==> config.mk <==
export PLATFORM = sky130hd
export DESIGN_NAME = fixed_point_divider
export DESIGN_NICKNAME = d
export VERILOG_FILES = /design/src/rtl/fixed_point_divider.sv
export SDC_FILE = /design/constraint.sdc
export NUM_CORES = 1
export LEC_CHECK = 0
export BUFFER_PORTS_ARGS = -buffer_cell sky130_fd_sc_hd__buf_2
export CELL_PAD_IN_SITES_DETAIL_PLACEMENT = 0
export CELL_PAD_IN_SITES_GLOBAL_PLACEMENT = 2
export CORE_ASPECT_RATIO = 0.75
export CORE_MARGIN = 8
export CORE_UTILIZATION = 40
export CTS_CLUSTER_DIAMETER = 60
export DETAILED_ROUTE_END_ITERATION = 8
export PLACE_DENSITY_LB_ADDON = 0.25
export SLEW_MARGIN = 20
export SYNTH_ARGS = -nofsm -noshare
export SYNTH_HDL_FRONTEND = slang
export SYNTH_SLANG_ARGS = --single-unit
==> constraint.sdc <==
create_clock -name clk -period 7.39 [get_ports clk]
set_input_delay 0.739 -clock clk [delete_from_list [all_inputs] [get_ports clk]]
set_output_delay 0.739 -clock clk [all_outputs]
set_load 0.005 [all_outputs]
==> src/rtl/fixed_point_divider.sv <==
// Sequential signed fixed-point divider: out = (a << IN_SCALE) / b, truncated toward zero,
// saturated to OUT_WIDTH. Restoring shift-subtract, one quotient bit per clock.
module fixed_point_divider #(
  parameter int A_WIDTH   = 16,
  parameter int B_WIDTH   = 16,
  parameter int IN_SCALE  = 16,
  parameter int OUT_WIDTH = 32
) (
  input  logic                 clk,
  input  logic                 arst_n_in,
  input  logic [A_WIDTH-1:0]   in_a,
  input  logic [B_WIDTH-1:0]   in_b,
  input  logic                 in_valid,
  output logic                 in_ready,
  output logic [OUT_WIDTH-1:0] out,
  output logic                 out_valid,
  input  logic                 out_ready,
  output logic                 out_div_by_zero,
  output logic                 out_saturated
);

  localparam int N  = A_WIDTH + IN_SCALE;
  localparam int CW = $clog2(N + 1);
  localparam int SW = ((N > OUT_WIDTH) ? N : OUT_WIDTH) + 1;

  localparam logic [SW-1:0]        NEG_LIM = SW'(1) << (OUT_WIDTH - 1);
  localparam logic [SW-1:0]        POS_LIM = NEG_LIM - SW'(1);
  localparam logic [OUT_WIDTH-1:0] OMAX    = {1'b0, {(OUT_WIDTH-1){1'b1}}};
  localparam logic [OUT_WIDTH-1:0] OMIN    = ~OMAX;

  typedef enum logic [1:0] {IDLE, CALC, DONE} state_t;

  state_t             state;
  logic [CW-1:0]      cnt;
  logic [B_WIDTH:0]   rem;
  logic [N-1:0]       quo;
  logic [N-1:0]       div_sr;
  logic [B_WIDTH:0]   b_abs;
  logic               neg;

  // Magnitudes one bit wider so the most negative operands negate correctly.
  logic [A_WIDTH:0]   a_ext, a_abs;
  logic [B_WIDTH:0]   b_ext, b_in_abs;
  logic [B_WIDTH+1:0] rem_sh, rem_nx;
  logic               ge;
  logic [N-1:0]       quo_nx;
  logic [SW-1:0]      mag, sq;
  logic [OUT_WIDTH-1:0] res;
  logic               sat;

  always_comb begin
    a_ext    = {in_a[A_WIDTH-1], in_a};
    a_abs    = a_ext[A_WIDTH] ? -a_ext : a_ext;
    b_ext    = {in_b[B_WIDTH-1], in_b};
    b_in_abs = b_ext[B_WIDTH] ? -b_ext : b_ext;

    rem_sh = {rem, div_sr[N-1]};
    ge     = rem_sh >= {1'b0, b_abs};
    rem_nx = ge ? (rem_sh - {1'b0, b_abs}) : rem_sh;
    quo_nx = (quo << 1) | N'(ge);

    mag = SW'(quo_nx);
    sq  = neg ? -mag : mag;
    res = OUT_WIDTH'(sq);
    sat = 1'b0;
    if (!neg && (mag > POS_LIM)) begin
      res = OMAX;
      sat = 1'b1;
    end else if (neg && (mag > NEG_LIM)) begin
      res = OMIN;
      sat = 1'b1;
    end
  end

  assign in_ready  = (state == IDLE);
  assign out_valid = (state == DONE);

  always_ff @(posedge clk or negedge arst_n_in) begin
    if (!arst_n_in) begin
      state           <= IDLE;
      cnt             <= '0;
      rem             <= '0;
      quo             <= '0;
      div_sr          <= '0;
      b_abs           <= '0;
      neg             <= 1'b0;
      out             <= '0;
      out_div_by_zero <= 1'b0;
      out_saturated   <= 1'b0;
    end else begin
      case (state)
        IDLE: begin
          if (in_valid) begin
            b_abs  <= b_in_abs;
            neg    <= in_a[A_WIDTH-1] ^ in_b[B_WIDTH-1];
            div_sr <= N'(a_abs) << IN_SCALE;
            rem    <= '0;
            quo    <= '0;
            if (in_b == '0) begin
              out             <= in_a[A_WIDTH-1] ? OMIN : OMAX;
              out_div_by_zero <= 1'b1;
              out_saturated   <= 1'b0;
              state           <= DONE;
            end else begin
              cnt   <= CW'(N);
              state <= CALC;
            end
          end
        end
        CALC: begin
          rem    <= (B_WIDTH+1)'(rem_nx);
          quo    <= quo_nx;
          div_sr <= div_sr << 1;
          cnt    <= cnt - CW'(1);
          if (cnt == CW'(1)) begin
            out             <= res;
            out_div_by_zero <= 1'b0;
            out_saturated   <= sat;
            state           <= DONE;
          end
        end
        DONE: begin
          if (out_ready) state <= IDLE;
        end
        default: state <= IDLE;
      endcase
    end
  end

endmodule

# ---- Yosys cells after proc, flatten, opt, wreduce, memory -nomap -nowiden
# Cells that the tools add are included.
dict set report totals {
  ff_bits 140
  in_bits 36
  out_inout_bits 36
  wordCells 74
}
dict set report op_classes {
  addsub 5
  magnitude_cmp 3
  n_eq_ne 8
  muxes 35
  bitwise_logic 2
  reduce_logical 11
}
# operator n
set op_table {}
lappend op_table {{$mux 32} 8}
lappend op_table {{$pmux 32 s2} 2}
lappend op_table {{$pmux 31 s2} 1}
lappend op_table {{$mux 17} 3}
lappend op_table {{$pmux 17 s2} 1}
lappend op_table {{$gt 32x31->1 const B} 1}
lappend op_table {{$gt 32x32->1 const B} 1}
lappend op_table {{$neg 32->32} 1}
lappend op_table {{$or 32x1->32} 1}
lappend op_table {{$mux 31} 1}
lappend op_table {{$ge 18x17->1} 1}
lappend op_table {{$neg 17->17} 1}
lappend op_table {{$sub 17x17->17} 1}
lappend op_table {{$logic_not 16->1} 1}
lappend op_table {{$mux 16} 1}
lappend op_table {{$neg 16->16} 1}
lappend op_table {{$mux 6} 2}
lappend op_table {{$pmux 6 s2} 1}
lappend op_table {{$mux 1} 8}
lappend op_table {{$mux 2} 4}
lappend op_table {{$eq 6x1->1 const B} 1}
lappend op_table {{$ne 2x2->1 const B} 3}
lappend op_table {{$pmux 2 s3} 1}
lappend op_table {{$reduce_and 3->1} 2}
lappend op_table {{12 further kinds} 16}

# ---- Depth between registers and ports, before layout
dict set report logic_depth {
  word_depth 8
  depth_mapped 19
  ltp_nobuf 17
}

# ---- Least setup slack after synthesis
# Ideal clock, no wire load.
dict set report synth_timing {
  kind {reg2reg}
  start {reg div_sr[31]}
  end {reg out[5]}
  setup_time_ps 66
  arrival_ps 3861
  required_ps 7324
  setup_slack_ps 3463
  stages_incl_launch_ff 19
  n_path_buf 2
  synth_period_minus_slack_ps 3927
  path_cell_list {dfrtp_1 > inv_1 > ha_1 > fa_1 > nand2b_1 > a21oi_1 > a211oi_1 > o31a_1 > a22oi_2 > inv_2 > clkbuf_1 > ha_1 > nand4_1 > or4b_1 > buf_6 > o211ai_4 > nand2_4 > o311ai_1 > o32a_1}
}
dict set report synth_between {
  elab_chain_len 8
  elab_cells_between_ends 12
  cone_classes {add/sub: 1; order compare: 3; mux: 5; bitwise: 1; reduce/logical: 2}
}
# item line_no
set synth_lines {}
lappend synth_lines {{start, declared} 37} ;# logic [N-1:0] div_sr;
lappend synth_lines {{start signal, assigned} 96} ;# div_sr <= N'(a_abs) << IN_SCALE;
lappend synth_lines {{start signal, assigned} 113} ;# div_sr <= div_sr << 1;
lappend synth_lines {{$ge 18x17->1 *} 58} ;# ge = rem_sh >= {1'b0, b_abs};
lappend synth_lines {{$or 32x1->32 *} 60} ;# quo_nx = (quo << 1) | N'(ge);
lappend synth_lines {{$neg 32->32 / $gt 32x32->1 (equally long branches)} {63, 69}}
lappend synth_lines {{$mux 32 / $logic_and 1x1->1 (equally long branches)} {63, 69}}
lappend synth_lines {{$mux 32} 69} ;# end else if (neg && (mag > NEG_LIM)) begin
lappend synth_lines {{$mux 32 *} 66} ;# if (!neg && (mag > POS_LIM)) begin
lappend synth_lines {{$mux 32 *} 115} ;# if (cnt == CW'(1)) begin
lappend synth_lines {{$pmux 32 s2 *} 91} ;# case (state)
lappend synth_lines {{end signal, assigned} 100} ;# out <= in_a[A_WIDTH-1] ? OMIN : OMAX;
lappend synth_lines {{end signal, assigned} 116} ;# out <= res;
lappend synth_lines {{end, declared} 15} ;# output logic [OUT_WIDTH-1:0] out,
# Every way passes the cells marked *; elsewhere a longest branch is shown, timed or not. The select of a mux whose other input is x is not followed.
# A chain may end at the register's enable or synchronous reset.

# ---- Final worst setup path
dict set report layout_timing {
  start {reg div_sr[31]}
  end {reg out[2]}
}
# Same word-level chain as after synthesis.

==> metrics.yaml <==
sta:
  relSlewSlack: 0.3386
  fmax_mhz: 220.6
  tns_ns: 0
  post-route-min-period_ns: 4.534
  worstMarginPinSlew_ns: 0.9885
  grt_setup_unrepaired: "false"
  fin_skew_ns: 0.01074
  slew_viol_final: 0
  fin_crit_sh: 0.6135
  setup_violations: 0
  hold_viol_final: 0
placed_design:
  portBuffers: 71
  dp_hpwl_mm: 14.50
  routabilityCongestion: 0.8430
worst_setup_path:
  setup.worst_path.start: "div_sr[31]$_DFFE_PN0P_"
  reg2reg_depth: 17
  setup.worst_path.start_class: "register"
  cpPeakStageDelay_ns: 0.77
  path_max_fanout: 14
  cp.arrival_ns: 4.87
  end_kind: "register"
  rrSetupSlack_ns: 2.86
  path_depth: 17
  rr_startpoint: "div_sr[31]$_DFFE_PN0P_"
  worstPathRequired_ns: 7.73
  crit_chain: "inv_1 -> ha_1 -> fa_1 -> nand2b_1 -> a21oi_1 -> a211oi_1 -> o31a_1 -> a22oi_2 -> inv_2 -> ha_1 -> nand4_1 -> or4b_1 -> o21ai_2 -> nor2_1 -> nor2_4 -> o221ai_1 -> a21oi_1"
  reg2reg_to: "out[2]$_DFFE_PN0P_"
  cp_top_family: "compound AO/OA/AOI/OAI gates"
  slowest_stage: "or4b_1"
  worstSetupPathType: "reg2reg"
  endpoint: "out[2]$_DFFE_PN0P_"
  critPathBufInv: 2
yosys:
  synth.distinct_cells: 69
  yosysTopAreaCell: "dfrtp_1"
  syn_area_um2: 7310
  postSynthAreaPerCell_um2: 9.206
  synth-seq-cells: 124
  ys_seq_area_frac: 0.4245
  async_flop_share: 1.000
  synth_nets: 853
  synth_edf_count: 0
  synth_ff_type: "dfrtp_1"
  syn_inst: 794
  yosysWarnings: 0
  synth_top_area_frac: 0.4245
  synth.area.top_cells: "dfrtp_1 42%, xor2_1 4.8%, o21ai_0 4.5%"
clocking:
  post_cts_buffers: 0
  h-tree-depth: 4
  cts.sinks: 124
  clk_latency_ns: 0.42
  root_buffer: "clkbuf_16"
  cts_buffers: 17
  clk_pin_slew_worst_paths_ns: 0.06
  cts_tree: "built"
  ctsHoldBuffers: 0
  cts_buffer_depth: 2
  cts_resized: 0
pwr:
  p_leak_uw: 0.003665
  vdd_drop_max_mv: 0.1852
  p_per_area_nw_per_um2: 513.9
  p_total_uw: 4315
finish:
  synthToLayoutAreaGrowth_pct: 14.86
  nets: 901
  nFillCells: 1739
  drive_gt1_frac: 0.1489
  antenna_cells: 0
floorplan:
  core_area_um2: 17760
  row_count: 42
  die_h_um: 133.1
  initial_utilization: 0.4115
  dieWidth_um: 172.1
  io_pins: 72
  dieArea_um2: 22900
run:
  maxCapViolCount: 0
route:
  viasPerCell: 5.776
  vias: 6325
  post_drt_wl_per_cell_um: 19.00
  drc: 0
  drt-initial-drc-count: 421
  wl_mm: 20.80
  ant_nets: 0
  firstDrtPassIters: 5
global_route:
  antenna_found_initial: 0
  grt_pass1_wl_mm: 33.95
  grt_pass1_vias: 6372
  grt_max_degree: 65
  track_usage: 0.1867
  grt.overflow.total: 0
hold_path:
  min_path_type: "in2async"
outcome:
  status: "finished, final reports clean"
-- cell families (layout without fill, tap and decap cells) --
kind of cell	Yosys count	in the layout	synth area share
buffers and inverters	85	144	0.04553
AO/OA/AOI/OAI	267	267	0.2431
XOR/XNOR	63	63	0.07549
flip-flops	124	124	0.4245
AND/OR/NAND/NOR	218	218	0.1518
multiplexers	14	14	0.01917
adder cells (fa/ha/maj)	23	23	0.04040
-- sequential cells by signal (all words and copies together), names as in the netlist --
signal / flops
quo: 31
div_sr: 16
b_abs: 17
rem: 17
out_saturated: 1
neg: 1
cnt: 6
state: 2
out_div_by_zero: 1
out: 32
-- power by group --
group | internal [uW] | switching [uW]
clock | 473 | 308
combinational | 900 | 1460
sequential | 934 | 235
-- layout by cell type, fill, tap and decap left out, types with 9 or more instances in the layout --
cell and count:
dfrtp_1 124, buf_2 70, nand2_1 68, o21ai_0 66
nor2_1 55, a21oi_1 49, xor2_1 40, inv_1 33
a22o_1 30, xnor2_1 23, ha_1 22, o21ai_1 20
o22ai_1 20, nor3_1 17, clkbuf_16 17, mux2i_1 14
o31ai_1 14, nand3_1 12, nand2b_1 11, a22oi_1 11
or3_1 10, nor4_1 9, buf_4 9
-- synthesized netlist by cell type (all sizes together) (20+ instances only) --
master and count:
dfrtp 124, o21ai 88, nand2 69, nor2 57
a21oi 49, clkbuf 44, xor2 40, inv 34
a22o 30, xnor2 23, ha 22, o22ai 20
-- metal layers --
metal / GRT usage / part of all wire / vias to the layer above
met5: 0 / 0 / -
met1: 0.2702 / 0.50 / 3107
li1: - / - / 3015
met3: 0.04071 / 0.057 / 18
met2: 0.2735 / 0.43 / 185
met4: 0.05256 / 0.012 / 0
-- how the worst min path moves through the flow --
stage | to | depth (start not counted) | startpoint
after floorplan | b_abs[0]$_DFFE_PN0P_ | 0 | arst_n_in
after detailed placement | div_sr[16]$_DFFE_PN0P_ | 2 | div_sr[16]$_DFFE_PN0P_
after global routing | b_abs[6]$_DFFE_PN0P_ | 1 | arst_n_in
after CTS | b_abs[6]$_DFFE_PN0P_ | 1 | arst_n_in
after global placement | b_abs[8]$_DFFE_PN0P_ | 2 | b_abs[8]$_DFFE_PN0P_
final | b_abs[6]$_DFFE_PN0P_ | 1 | arst_n_in
-- metrics by stage --
stage	util	instance area, um2	instances	setup WS (ns)	hold WS, ns
CTS	0.4724	8391	1095	2.898	0.4352
detailed placement	0.4414	7840	1065	2.942	0.4723
finish	0.4727	8396	1095	2.856	0.3871
global placement	0.4414	7840	1065	3.124	0.4703
floorplan	-	7310	794	3.463	0.4434
global route	0.4727	8396	1095	2.651	0.4478
-- layout make-up --
type,instances,area (um2),area share
Clock buffer,19,452.9,0.05395
Timing Repair Buffer,79,417.9,0.04978
Sequential cell,124,3103,0.3696
Clock inverter,11,97.59,0.01162
Multi-Input combinational cell,585,3890,0.4633
Tap cell,242,302.8,0.03607
Inverter,35,131.4,0.01565
No activity file was read; power rests on OpenSTA's default activity.
